<file path="src/rtl/pipeline_pkg.sv">
// -----------------------------------------------------------------------------
// pipeline_pkg
//   Shared types and constants for the 5-stage core's hazard logic.
//   - fwd_sel_t  : operand forwarding select (RF / writeback / memory stage)
//   - hz_state_t : hazard sequencer state
//   - RES_SRC_MEM: ResultSrc encoding that marks a load
//   - REG_ZERO   : hard-wired zero register, never forwarded or hazarded
// -----------------------------------------------------------------------------
package pipeline_pkg;

   typedef enum logic [1:0] {
      FWD_RF = 2'b00,
      FWD_W  = 2'b01,
      FWD_M  = 2'b10
   } fwd_sel_t;

   typedef enum logic [1:0] {
      RUN    = 2'd0,
      LSTALL = 2'd1,
      MWAIT  = 2'd2
   } hz_state_t;

   localparam logic [1:0] RES_SRC_MEM = 2'b01;
   localparam logic [4:0] REG_ZERO    = 5'd0;

endpackage

</file>
<file path="src/rtl/hazard_controller_forward_unit.sv">
// -----------------------------------------------------------------------------
// forward_unit
//   Combinational forwarding select for one Execute-stage source operand.
//   Ports:
//     rs        in  5  source register of the operand in Execute
//     rdM       in  5  destination register in Memory
//     regWriteM in  1  Memory instruction writes a register
//     rdW       in  5  destination register in Writeback
//     regWriteW in  1  Writeback instruction writes a register
//     fwdSel    out 2  00 register file, 10 ALUResultM, 01 ResultW
// -----------------------------------------------------------------------------
module forward_unit
   import pipeline_pkg::*;
(
   input  logic [4:0] rs,
   input  logic [4:0] rdM,
   input  logic       regWriteM,
   input  logic [4:0] rdW,
   input  logic       regWriteW,
   output logic [1:0] fwdSel
);

   fwd_sel_t sel;

   // Memory stage holds the younger result, so it wins over Writeback.
   always_comb begin
      sel = FWD_RF;
      if (rs != REG_ZERO) begin
         if (regWriteM && (rdM == rs)) begin
            sel = FWD_M;
         end else if (regWriteW && (rdW == rs)) begin
            sel = FWD_W;
         end
      end
   end

   assign fwdSel = sel;

endmodule

</file>
<file path="src/rtl/hazard_controller.sv">
// -----------------------------------------------------------------------------
// hazard_controller
//   Pipeline hazard sequencer: operand forwarding, load-use stalls with
//   LOAD_LAT bubbles, branch/jump flushes, whole-pipe freeze on a busy data
//   memory, and saturating stall/flush event counters.
//   Ports:
//     clk, reset                 clock, synchronous active-high reset
//     Rs1D, Rs2D                 Decode source registers
//     Rs1E, Rs2E, RdE            Execute source/destination registers
//     RdM, RdW                   Memory / Writeback destination registers
//     ResultSrcE                 Execute result source (01 = load)
//     RegWriteM, RegWriteW       register write enables in M / W
//     PCSrcE                     taken branch or jump in Execute
//     MemBusyM                   data memory not ready
//     ForwardAE, ForwardBE       operand forwarding selects
//     StallF/D/E/M               stage register holds
//     FlushD, FlushE             stage register clears
//     StallCnt, FlushCnt         saturating debug event counters
//   All control outputs are combinational from registered state plus the
//   current inputs so they reach the stage enables in the same cycle.
// -----------------------------------------------------------------------------
module hazard_controller
   import pipeline_pkg::*;
#(
   parameter int LOAD_LAT = 1,
   parameter int CNT_W    = 16
)(
   input  logic             clk,
   input  logic             reset,
   input  logic [4:0]       Rs1D,
   input  logic [4:0]       Rs2D,
   input  logic [4:0]       Rs1E,
   input  logic [4:0]       Rs2E,
   input  logic [4:0]       RdE,
   input  logic [4:0]       RdM,
   input  logic [4:0]       RdW,
   input  logic [1:0]       ResultSrcE,
   input  logic             RegWriteM,
   input  logic             RegWriteW,
   input  logic             PCSrcE,
   input  logic             MemBusyM,
   output logic [1:0]       ForwardAE,
   output logic [1:0]       ForwardBE,
   output logic             StallF,
   output logic             StallD,
   output logic             StallE,
   output logic             StallM,
   output logic             FlushD,
   output logic             FlushE,
   output logic [CNT_W-1:0] StallCnt,
   output logic [CNT_W-1:0] FlushCnt
);

   // Bubbles still owed after the detecting cycle itself.
   localparam logic [2:0]       BUBBLES_AFTER = 3'(LOAD_LAT - 1);
   localparam logic [CNT_W-1:0] CNT_MAX       = '1;

   hz_state_t        stateReg, stateNext;
   hz_state_t        savedStateReg, savedStateNext;
   hz_state_t        effState;
   logic [2:0]       bcntReg, bcntNext;
   logic [2:0]       savedBcntReg, savedBcntNext;
   logic [2:0]       effBcnt;
   logic [CNT_W-1:0] stallCntReg, stallCntNext;
   logic [CNT_W-1:0] flushCntReg, flushCntNext;
   logic             luse;
   logic             branchFlush;
   logic [1:0]       fwdA, fwdB;

   forward_unit uFwdA (
      .rs        (Rs1E),
      .rdM       (RdM),
      .regWriteM (RegWriteM),
      .rdW       (RdW),
      .regWriteW (RegWriteW),
      .fwdSel    (fwdA)
   );

   forward_unit uFwdB (
      .rs        (Rs2E),
      .rdM       (RdM),
      .regWriteM (RegWriteM),
      .rdW       (RdW),
      .regWriteW (RegWriteW),
      .fwdSel    (fwdB)
   );

   always_comb begin
      luse = (ResultSrcE == RES_SRC_MEM) && (RdE != REG_ZERO) &&
             ((RdE == Rs1D) || (RdE == Rs2D));

      // On the cycle memory becomes ready again, act exactly as the saved
      // state would have, so the freeze neither eats nor adds a bubble.
      effState = (stateReg == MWAIT) ? savedStateReg : stateReg;
      effBcnt  = (stateReg == MWAIT) ? savedBcntReg  : bcntReg;

      ForwardAE      = fwdA;
      ForwardBE      = fwdB;
      StallF         = 1'b0;
      StallD         = 1'b0;
      StallE         = 1'b0;
      StallM         = 1'b0;
      FlushD         = 1'b0;
      FlushE         = 1'b0;
      branchFlush    = 1'b0;
      stateNext      = stateReg;
      bcntNext       = bcntReg;
      savedStateNext = savedStateReg;
      savedBcntNext  = savedBcntReg;

      if (reset) begin
         ForwardAE      = FWD_RF;
         ForwardBE      = FWD_RF;
         FlushD         = 1'b1;
         FlushE         = 1'b1;
         stateNext      = RUN;
         bcntNext       = 3'd0;
         savedStateNext = RUN;
         savedBcntNext  = 3'd0;
      end else if (MemBusyM) begin
         StallF    = 1'b1;
         StallD    = 1'b1;
         StallE    = 1'b1;
         StallM    = 1'b1;
         stateNext = MWAIT;
         // Only capture on entry; later busy cycles would overwrite with MWAIT.
         if (stateReg != MWAIT) begin
            savedStateNext = stateReg;
            savedBcntNext  = bcntReg;
         end
      end else if (PCSrcE) begin
         FlushD      = 1'b1;
         FlushE      = 1'b1;
         branchFlush = 1'b1;
         stateNext   = RUN;
         bcntNext    = 3'd0;
      end else if (effState == LSTALL) begin
         StallF = 1'b1;
         StallD = 1'b1;
         FlushE = 1'b1;
         if (effBcnt <= 3'd1) begin
            stateNext = RUN;
            bcntNext  = 3'd0;
         end else begin
            stateNext = LSTALL;
            bcntNext  = effBcnt - 3'd1;
         end
      end else begin
         stateNext = RUN;
         bcntNext  = 3'd0;
         if (luse) begin
            StallF = 1'b1;
            StallD = 1'b1;
            FlushE = 1'b1;
            if (LOAD_LAT > 1) begin
               stateNext = LSTALL;
               bcntNext  = BUBBLES_AFTER;
            end
         end
      end

      stallCntNext = stallCntReg;
      if (StallF && (stallCntReg != CNT_MAX)) begin
         stallCntNext = stallCntReg + CNT_W'(1);
      end
      flushCntNext = flushCntReg;
      if (branchFlush && (flushCntReg != CNT_MAX)) begin
         flushCntNext = flushCntReg + CNT_W'(1);
      end
   end

   always_ff @(posedge clk) begin
      if (reset) begin
         stateReg      <= RUN;
         bcntReg       <= 3'd0;
         savedStateReg <= RUN;
         savedBcntReg  <= 3'd0;
         stallCntReg   <= '0;
         flushCntReg   <= '0;
      end else begin
         stateReg      <= stateNext;
         bcntReg       <= bcntNext;
         savedStateReg <= savedStateNext;
         savedBcntReg  <= savedBcntNext;
         stallCntReg   <= stallCntNext;
         flushCntReg   <= flushCntNext;
      end
   end

   assign StallCnt = stallCntReg;
   assign FlushCnt = flushCntReg;

endmodule

</file>
<file path="config.mk">
export PLATFORM = sky130hd
export DESIGN_NAME = hazard_controller
export DESIGN_NICKNAME = d
export VERILOG_FILES = /design/src/rtl/pipeline_pkg.sv /design/src/rtl/hazard_controller_forward_unit.sv /design/src/rtl/hazard_controller.sv
export SDC_FILE = /design/constraint.sdc
export NUM_CORES = 1
export LEC_CHECK = 0
export ABC_AREA = 0
export CAP_MARGIN = 20
export CORE_ASPECT_RATIO = 0.8
export CORE_MARGIN = 1.5
export CORE_UTILIZATION = 46
export DETAILED_ROUTE_END_ITERATION = 7
export GPL_TIMING_DRIVEN = 0
export PLACE_DENSITY = 0.81
export SLEW_MARGIN = 20
export SYNTH_ARGS = -nofsm -noshare
export SYNTH_HDL_FRONTEND = slang
export SYNTH_SLANG_ARGS = --single-unit
</file>
<file path="constraint.sdc">
create_clock -name clk -period 3.2 [get_ports clk]
set_clock_uncertainty 0.2 [all_clocks]
set_input_delay 0.64 -clock clk [delete_from_list [all_inputs] [get_ports clk]]
set_output_delay 0.64 -clock clk [all_outputs]
set_load 0.03 [all_outputs]
</file>
Word-level counts from Yosys, hierarchy flattened. Cells that the tools add are included.

Flip-flop bits (word level): 42. Latch bits: 0. Bits in writable memories: 0. Memory bits (read-only): 0. Logic and storage cells: 69. Memories kept: 0.

$add $sub $neg: 3. Multiply operators: 0. Divide/modulo/power cells: 0. $lt $le $gt $ge: 1. Equal/unequal tests: 12. Shift-type cells: 0. Multiplexer cells: 31. Bitwise gates (word level): 1. Reduce and logical (&&, ||, !) cells: 14.

Operator list (count): $add 16x1->16 const B (2); $ne 16x16->1 const B (2); $eq 5x5->1 (6); $mux 2 (10); $mux 1 (17); $reduce_bool 5->1 (3); $mux 3 (4); $logic_and 1x1->1 (8); $eq 2x1->1 const B (2); $reduce_or 4->1 (1); $le 3x1->1 const B (1); $sub 3x1->3 const B (1); $eq 2x2->1 const B (1); $ne 2x2->1 const B (1); $reduce_and 2->1 (1); $logic_or 1x1->1 (1); $not 1->1 (1).

Logic depth before layout (Yosys ltp). Gate-level depths: netlist of run 1.

Word-level depth: 9. Depth in mapped cells: 10. Gate-level depth less buffers: 8.

Hierarchy. Synthesis of run 1 repeated with hierarchy kept, for this count alone.

Cells, all modules: 298. Area total of the unflattened synthesis: 2447.3 um2.

By module, submodules not included: hazard_controller (times used 1, cells each 262, area an instance 2182.1 um2, seq. area each 840.8 um2); forward_unit (times used 2, cells each 18, area an instance 132.6 um2, seq. area each 0.0 um2).

Worst setup path before layout of run 1. OpenSTA, ideal clock, no wires.

Path kind: input -> output. From: in RdE[2]. To: out StallF. Arrival time: 2375 ps. Data required time: 2360 ps. Slack: -15 ps. Stages on the path: 9. Buffers on the path: 4. Path through: xor2_1 -> nor3_1 -> a22oi_1 -> o21a_1 -> buf_2 -> buf_6 -> buf_4 -> nor2_1 -> buf_4.

Cells in the longest elaborated chain, start to end: 8. Elaborated cells between the ends (all ways): 11. Classes of those cells: eq/ne (2); mux (5); reduce/logical (4).

RTL lines: start: declaration (line hazard_controller.sv:34) `input logic [4:0] RdE,`; $eq 5x5->1 or $reduce_bool 5->1 (tied branches) (line hazard_controller.sv:90, hazard_controller.sv:89); $logic_or 1x1->1 or $logic_and 1x1->1 (tied branches) (line hazard_controller.sv:90, hazard_controller.sv:89); $logic_and 1x1->1 (*) (line hazard_controller.sv:89) `luse = (ResultSrcE == RES_SRC_MEM) && (RdE != REG_ZERO) &&`; $mux 1 (*) (5 in a row); end: declaration (line hazard_controller.sv:44) `output logic StallF,`.

Mark *: on every way between the ends. The rest lies on a longest branch, timed or not.

Worst setup path in the final report of run 1.
From: in Rs1D[2]. To: out StallF.

Cells in the longest elaborated chain, start to end: 8.

RTL lines: start: declaration (line hazard_controller.sv:30) `input logic [4:0] Rs1D,`; $eq 5x5->1 (line hazard_controller.sv:90) `((RdE == Rs1D) || (RdE == Rs2D));`; $logic_or 1x1->1 (line hazard_controller.sv:90); $logic_and 1x1->1 (line hazard_controller.sv:89); $mux 1 (line hazard_controller.sv:151) `if (luse) begin`; $mux 1 (line hazard_controller.sv:137) `end else if (effState == LSTALL) begin`; $mux 1 (line hazard_controller.sv:131) `end else if (PCSrcE) begin`; $mux 1 (line hazard_controller.sv:120) `end else if (MemBusyM) begin`; $mux 1 (line hazard_controller.sv:111) `if (reset) begin`.

No other way between the ends.

==> impl_metrics.csv, run 1 <==
group,metric,value,unit
place,hpwl,4660,um
setup_path,crit_chain,"clkdlybuf4s50_1, xor2_1, nor3_2, a22oi_2, o21a_1, buf_6, buf_12, nor2_4, buf_4, buf_4",
timing,post-route-period-util,1.01,
setup_path,critPathRequiredTime,2.36,ns
synth,synthAdderAreaFrac,0.0201,
routing,wl,6040,um
global_route,grt_pass1_wl,10400,um
pwr,total_power,0.00114,W
setup_path,cp-end-kind,"primary output",
routing,drtIter0Drc,158,
hold_path,worstHoldStart,"savedBcntReg[1]$_SDFFE_PP0P_",
floorplan,core,5120,um2
clocking,clkTransAtPathRegs,0.08,ns
floorplan,rows,23,
synth,yosys.area_share.simple,0.298,
timing,setup_viol,1,
place,placed_cells,448,
synth,synthFlopType,"dfxtp_1",
timing,fmax,309,MHz
place,port_buffers,84,
synth,syn_area,2490,um2
global_route,antenna_found_initial,0,
timing,rsz0062_at_grt,"true",
flow_run,cap_violations,0,
synth,synth_edf_count,0,
outcome,violations,"DRC, setup timing",
pwr,ir_drop,0.000213,V
place,dp_slack,-0.897,ns
hold_path,hp-class,"flip-flop to flip-flop",
layout,drive_gt1_frac,0.107,
floorplan,die-area,5870,um2
clocking,cts_max_level,2,
setup_path,crit_family,"buffers and inverters",
pwr,p_leak,1.29,nW
timing,holdWs,0.267,ns
setup_path,arrival,2.39,ns
synth,ys_async_sr_fraction,0,
layout,synthToLayoutAreaGrowth,42.0,%
synth,ys_top_cells_by_area,"dfxtp_1, xor2_1, xnor2_1, nor2_1, nand2_1",
setup_path,slowest_delay,0.41,ns
layout,nets,439,
synth,synth_compound_area_frac,0.115,
synth,synth_cells,302,
layout,n_antenna_cell,0,
timing,tns,-0.0342,ns
clocking,postCtsHoldBufs,0,
global_route,overflow,0,
hold_path,min_to,"savedBcntReg[1]$_SDFFE_PP0P_",
outcome,status,"complete, but fails checks",
synth,synthTopCellsByCount,"dfxtp_1, nor2_1, nand2_1",
setup_path,rr_worst_depth,8,
global_route,grt_max_degree,20,
synth,yosys.area.top_type,"dfxtp_1",
timing,slew_headroom,0.637,
clocking,cts_tree,"done",
setup_path,rrSetupSlack,0.77,ns
setup_path,critPathBufInv,5,
timing,layout_setup_ws,-0.0342,ns
synth,ys_seq_area_frac,0.337,
synth,muxShareOfSynthArea,0.0426,
synth,synthDistinctLibCells,48,
setup_path,critPathMostFrequentCell,"buf_4",
pwr,power_density,323,nW/um2
global_route,grt.total_usage,0.220,
setup_path,cp_slowest_cell,"clkdlybuf4s50_1",
floorplan,die-width,85.3,um
synth,ys_warn_count,0,
setup_path,regToRegEndpoint,"StallCnt[3]$_SDFFE_PP0P_",
timing,fin_crit,3.23,ns
synth,yosysTopAreaCellShare,0.337,
synth,synth_xor_xnor_area_share,0.144,
synth,syn_nets,349,
clocking,root_buffer,"clkbuf_8",
routing,drcViolationCount,6,
global_route,grt_pass1_vias,2312,
synth,synth-seq-cells,42,
timing,drv_slew,0,
synth,yosysMostFrequentCell,"dfxtp_1",
floorplan,initial_core_util,0.487,
timing,finalHoldViolations,0,
setup_path,start_kind,"primary input",
setup_path,crit_type,"primary input to primary output",
routing,wl_per_cell,13.3,um
routing,drtPass1Iterations,6,
setup_path,worstReg2RegStart,"StallCnt[3]$_SDFFE_PP0P_",
clocking,numCtsBuffers,5,
routing,routed_via_density,5.50,
setup_path,cp_max_fo,19,
layout,fillers,431,
clocking,clock-sinks,42,
clocking,clockBufferDepth,2,
hold_path,whs_path_depth,2,
routing,via_count,2504,
synth,avgSynthCellArea,8.26,um2
floorplan,ioPinCount,85,
floorplan,dieHeight,68.9,um
layout,fin_cells,455,
timing,tightest_slew,0.544,ns
synth,synth_top_family_by_area,"simple AND/OR/NAND/NOR gates",
routing,detail-route-antenna-nets,0,
place,globalplace.congestion,0.818,
clocking,clock_latency,0.30,ns
==> cell type report <==
class                           count  area (um2)  share of cell area
Clock buffer                        5        68.8              0.0194
Clock inverter                      3        40.0              0.0113
Multi-Input combinational cell    237        1590               0.449
Buffer                             13        86.3              0.0244
Inverter                            9        33.8             0.00954
Tap cell                           62        77.6              0.0219
Sequential cell                    42         841               0.237
Timing Repair Buffer               84         803               0.227
==> state kept, by name, indices dropped and copies added (netlist names) <==
signal	cells
savedBcntReg	3
savedStateReg	2
bcntReg	3
StallCnt	16
stateReg	2
FlushCnt	16
==> cell usage in the layout (no fill, tap or decap), drive strengths merged, types with 2 or more instances in the layout <==
master	synthesis	final
clkdlybuf4s50	0	68
dfxtp	42	42
nor2	32	32
nand2	23	23
xor2	22	22
xnor2	19	19
a21oi	16	16
clkbuf	6	14
o21ai	12	12
buf	8	11
nand4	10	10
nor2b	10	10
nand3	9	9
dlygate4sd2	0	9
inv	8	9
nor4	9	9
or3	8	8
or4	8	8
nand2b	6	6
and3	6	6
mux2i	5	5
nor3	5	5
mux2	5	5
ha	4	4
o311ai	4	4
nor3b	3	3
o31ai	3	3
o21a	2	2
o41ai	2	2
o2111ai	2	2
clkinv	1	2
a22oi	2	2
and4	2	2
and2	2	2
==> cell families (layout without fill, tap and decap cells) <==
family                   count (synthesis)  in the layout
AND/OR/NAND/NOR                        136            136
flip-flops                              42             42
adder cells (fa/ha/maj)                  4              4
multiplexers                            10             10
XOR/XNOR                                41             41
AO/OA/AOI/OAI                           46             46
buffers and inverters                   23            114
==> repair_timing <==
item / CTS / global route
gates resized for setup: 46 / 18
setup endpoints to repair: 10 / 8
pin swaps: 0 / 1
buffers inserted: 0 / 0
==> metrics by stage <==
stage / utilization / cell area, um2
global placement: 0.667 / 3410
CTS: 0.689 / 3530
detailed placement: 0.667 / 3410
finish: 0.692 / 3540
floorplan: - / 2500
global route: 0.692 / 3540
==> layer usage <==
metal  track usage  up-vias  wire, um
met4        0.0444        0        36
met5             0        -         0
met1         0.288     1157      2850
li1              -     1260         -
met2         0.381       83      2770
met3        0.0476        4       388
==> how the worst max path moves through the flow <==
| stage | from | end | cells past startpoint |
|---|---|---|---|
| CTS | Rs1D[0] | StallF | 10 |
| floorplan | RdE[2] | StallF | 9 |
| finish | Rs1D[2] | StallF | 10 |
| detailed placement | RdE[1] | StallF | 10 |
| global route | Rs1D[4] | StallF | 10 |
| global placement | RdE[1] | StallF | 10 |
==> report_power, final <==
group          internal [W]  switching (W)
clock network      0.000230       0.000191
logic             0.0000962      0.0000972
registers          0.000526     0.00000370
==> worst reg2reg max path: stages, from the launching register on <==
cell and delay [ns]:
dfxtp_1 0.47, nand4_1 0.23, nor2_4 0.21, and3b_1 0.18, nand2b_1 0.10, clkbuf_1 0.27
clkbuf_1 0.39, o311ai_0 0.19, o41ai_1 0.09
No activity file was read; power rests on OpenSTA's default activity.
==> inputs of run 2 (changes only) <==
Settings changed: CORE_UTILIZATION 46 to 63, DONT_BUFFER_PORTS set to 1, GPL_TIMING_DRIVEN 0 to 1, PLACE_DENSITY 0.81 to 0.79.
Clock period 3.2 ns to 3 ns, I/O delays scaled along.
==> run 2 against run 1 <==
Effect of this change: the flow now finishes without violations; final area shrank 24%; power shrank 9.1%; global-route usage grew 3.5 points; flip-flop and latch count is the same; worst hold slack lost 0.11 ns; register-to-register slack lost 0.42 ns; cell count shrank 20%; non-clock buffer count shrank 83; critical endpoint is now StallCnt[6]$_SDFFE_PP0P_; highest routed layer unchanged.
==> impl_metrics.csv, run 2 (synthesized netlist as in run 1, its figures left out) <==
group,metric,value,unit
floorplan,dieHeight,59.3,um
global_route,grt_pass1_wl,8580,um
clocking,root_buffer,"clkbuf_8",
clocking,cts_max_level,2,
timing,fin_crit,2.65,ns
place,globalplace.congestion,0.767,
global_route,grt.total_usage,0.255,
timing,rsz0062_at_grt,"false",
setup_path,crit_type,"flip-flop to flip-flop",
layout,drive_gt1_frac,0.0968,
clocking,clock-sinks,42,
timing,post-route-period-util,0.883,
clocking,clkTransAtPathRegs,0.08,ns
place,placed_cells,357,
pwr,seqPwrFrac,0.549,
global_route,overflow,0,
timing,setup_viol,0,
setup_path,cp-end-kind,"flip-flop",
clocking,numCtsBuffers,5,
global_route,antenna_found_initial,0,
clocking,cts_setup_buffers,0,
routing,drtPass1Iterations,4,
timing,fmax,378,MHz
flow_run,cap_violations,0,
routing,drcViolationCount,0,
timing,tightest_slew,0.564,ns
routing,detail-route-antenna-nets,0,
pwr,comb_power_share,0.096,
clocking,cts_tree,"done",
global_route,grt_pass1_vias,2012,
floorplan,die-area,4350,um2
floorplan,core,3800,um2
layout,final_common_cell,"dfxtp_1",
clocking,clock_latency,0.30,ns
timing,finalHoldViolations,0,
hold_path,hp-class,"primary input to flip-flop",
routing,routed_via_density,5.89,
routing,wl,5320,um
setup_path,arrival,2.64,ns
pwr,p_int,0.000769,W
pwr,p_clk_frac,0.355,
pwr,switching_share,0.261,
layout,fin_cells,365,
place,hpwl,3920,um
clocking,ctsResizeCount,0,
pwr,ir_drop,0.000259,V
clocking,postCtsHoldBufs,0,
setup_path,rrSetupSlack,0.35,ns
floorplan,initial_core_util,0.656,
setup_path,cp_max_fo,18,
place,port_buffers,0,
outcome,status,"completed",
global_route,grt_max_degree,45,
layout,synthToLayoutAreaGrowth,7.68,%
routing,via_count,2151,
setup_path,start_kind,"flip-flop",
clocking,clockBufferDepth,2,
pwr,p_leak,0.954,nW
setup_path,critPathRequiredTime,2.99,ns
floorplan,die-width,73.3,um
layout,nets,356,
pwr,power.switching,0.000271,W
timing,tns,0,ns
floorplan,rows,20,
timing,drv_slew,0,
floorplan,ioPinCount,85,
routing,wl_per_cell,14.6,um
layout,mostFrequentLayoutCells,"dfxtp_1, nor2_1, nand2_1",
layout,n_antenna_cell,0,
pwr,power_density,387,nW/um2
timing,slew_headroom,0.624,
routing,drtIter0Drc,119,
run 2: layout make-up:
| type | instances | area (um2) |
|---|---|---|
| well taps | 55 | 68.8 |
| clock inverters | 3 | 21.3 |
| repair buffers | 14 | 105 |
| clock buffers | 5 | 68.8 |
| flip-flops and latches | 42 | 841 |
| fillers | 332 | 1120 |
| multi-input cells | 237 | 1550 |
| inverters | 9 | 33.8 |
run 2: metrics by stage:
step,hold slack (ns),setup WS [ns],power [W],area (um2),utilization
after floorplan,0.236,0.0464,0.000675,2500,-
after global placement,0.239,0.467,0.000680,2590,0.682
after detailed placement,0.252,0.413,0.000683,2590,0.682
after CTS,0.153,0.356,0.00105,2690,0.706
after global routing,0.150,0.236,0.00108,2690,0.706
final,0.160,0.351,0.00104,2690,0.706
run 2: final timing paths:
| check | endpoint | cells past startpoint | start |
|---|---|---|---|
| max | StallCnt[6]$_SDFFE_PP0P_ | 7 | StallCnt[0]$_SDFFE_PP0P_ |
| min | savedBcntReg[2]$_SDFFE_PP0P_ | 1 | reset |
| max reg2reg | StallCnt[6]$_SDFFE_PP0P_ | 7 | StallCnt[0]$_SDFFE_PP0P_ |
| min reg2reg | savedBcntReg[0]$_SDFFE_PP0P_ | 2 | savedBcntReg[0]$_SDFFE_PP0P_ |
run 2: power by group through the flow:
stage               sequential, W  combinational [W]  clock (W)
floorplan                0.000583          0.0000921          0
global placement         0.000584          0.0000960          0
detailed placement       0.000584          0.0000987          0
CTS                      0.000571          0.0000995   0.000377
global route             0.000572           0.000111   0.000397
finish                   0.000571          0.0000999   0.000369
run 2: worst max-delay path: stages (launching register included):
cell	delay [ns]
dfxtp_1	0.44
ha_1	0.30
nand2_1	0.14
nor2_4	0.06
and3b_1	0.20
nand2b_1	0.39
nor4_1	0.42
mux2_2	0.39
run 2: routing by layer:
metal,up-vias,global-route usage,part of all wire
li1,1089,-,-
met5,-,0,0
met3,7,0.0731,0.071
met4,0,0.103,0.016
met1,982,0.308,0.45
met2,73,0.431,0.46
==> inputs of run 3 (changes only) <==
Settings changed: CAP_MARGIN 20 to not set.
==> results of run 3 <==
The final DEF is identical to that of run 2; final timing and power are the same.
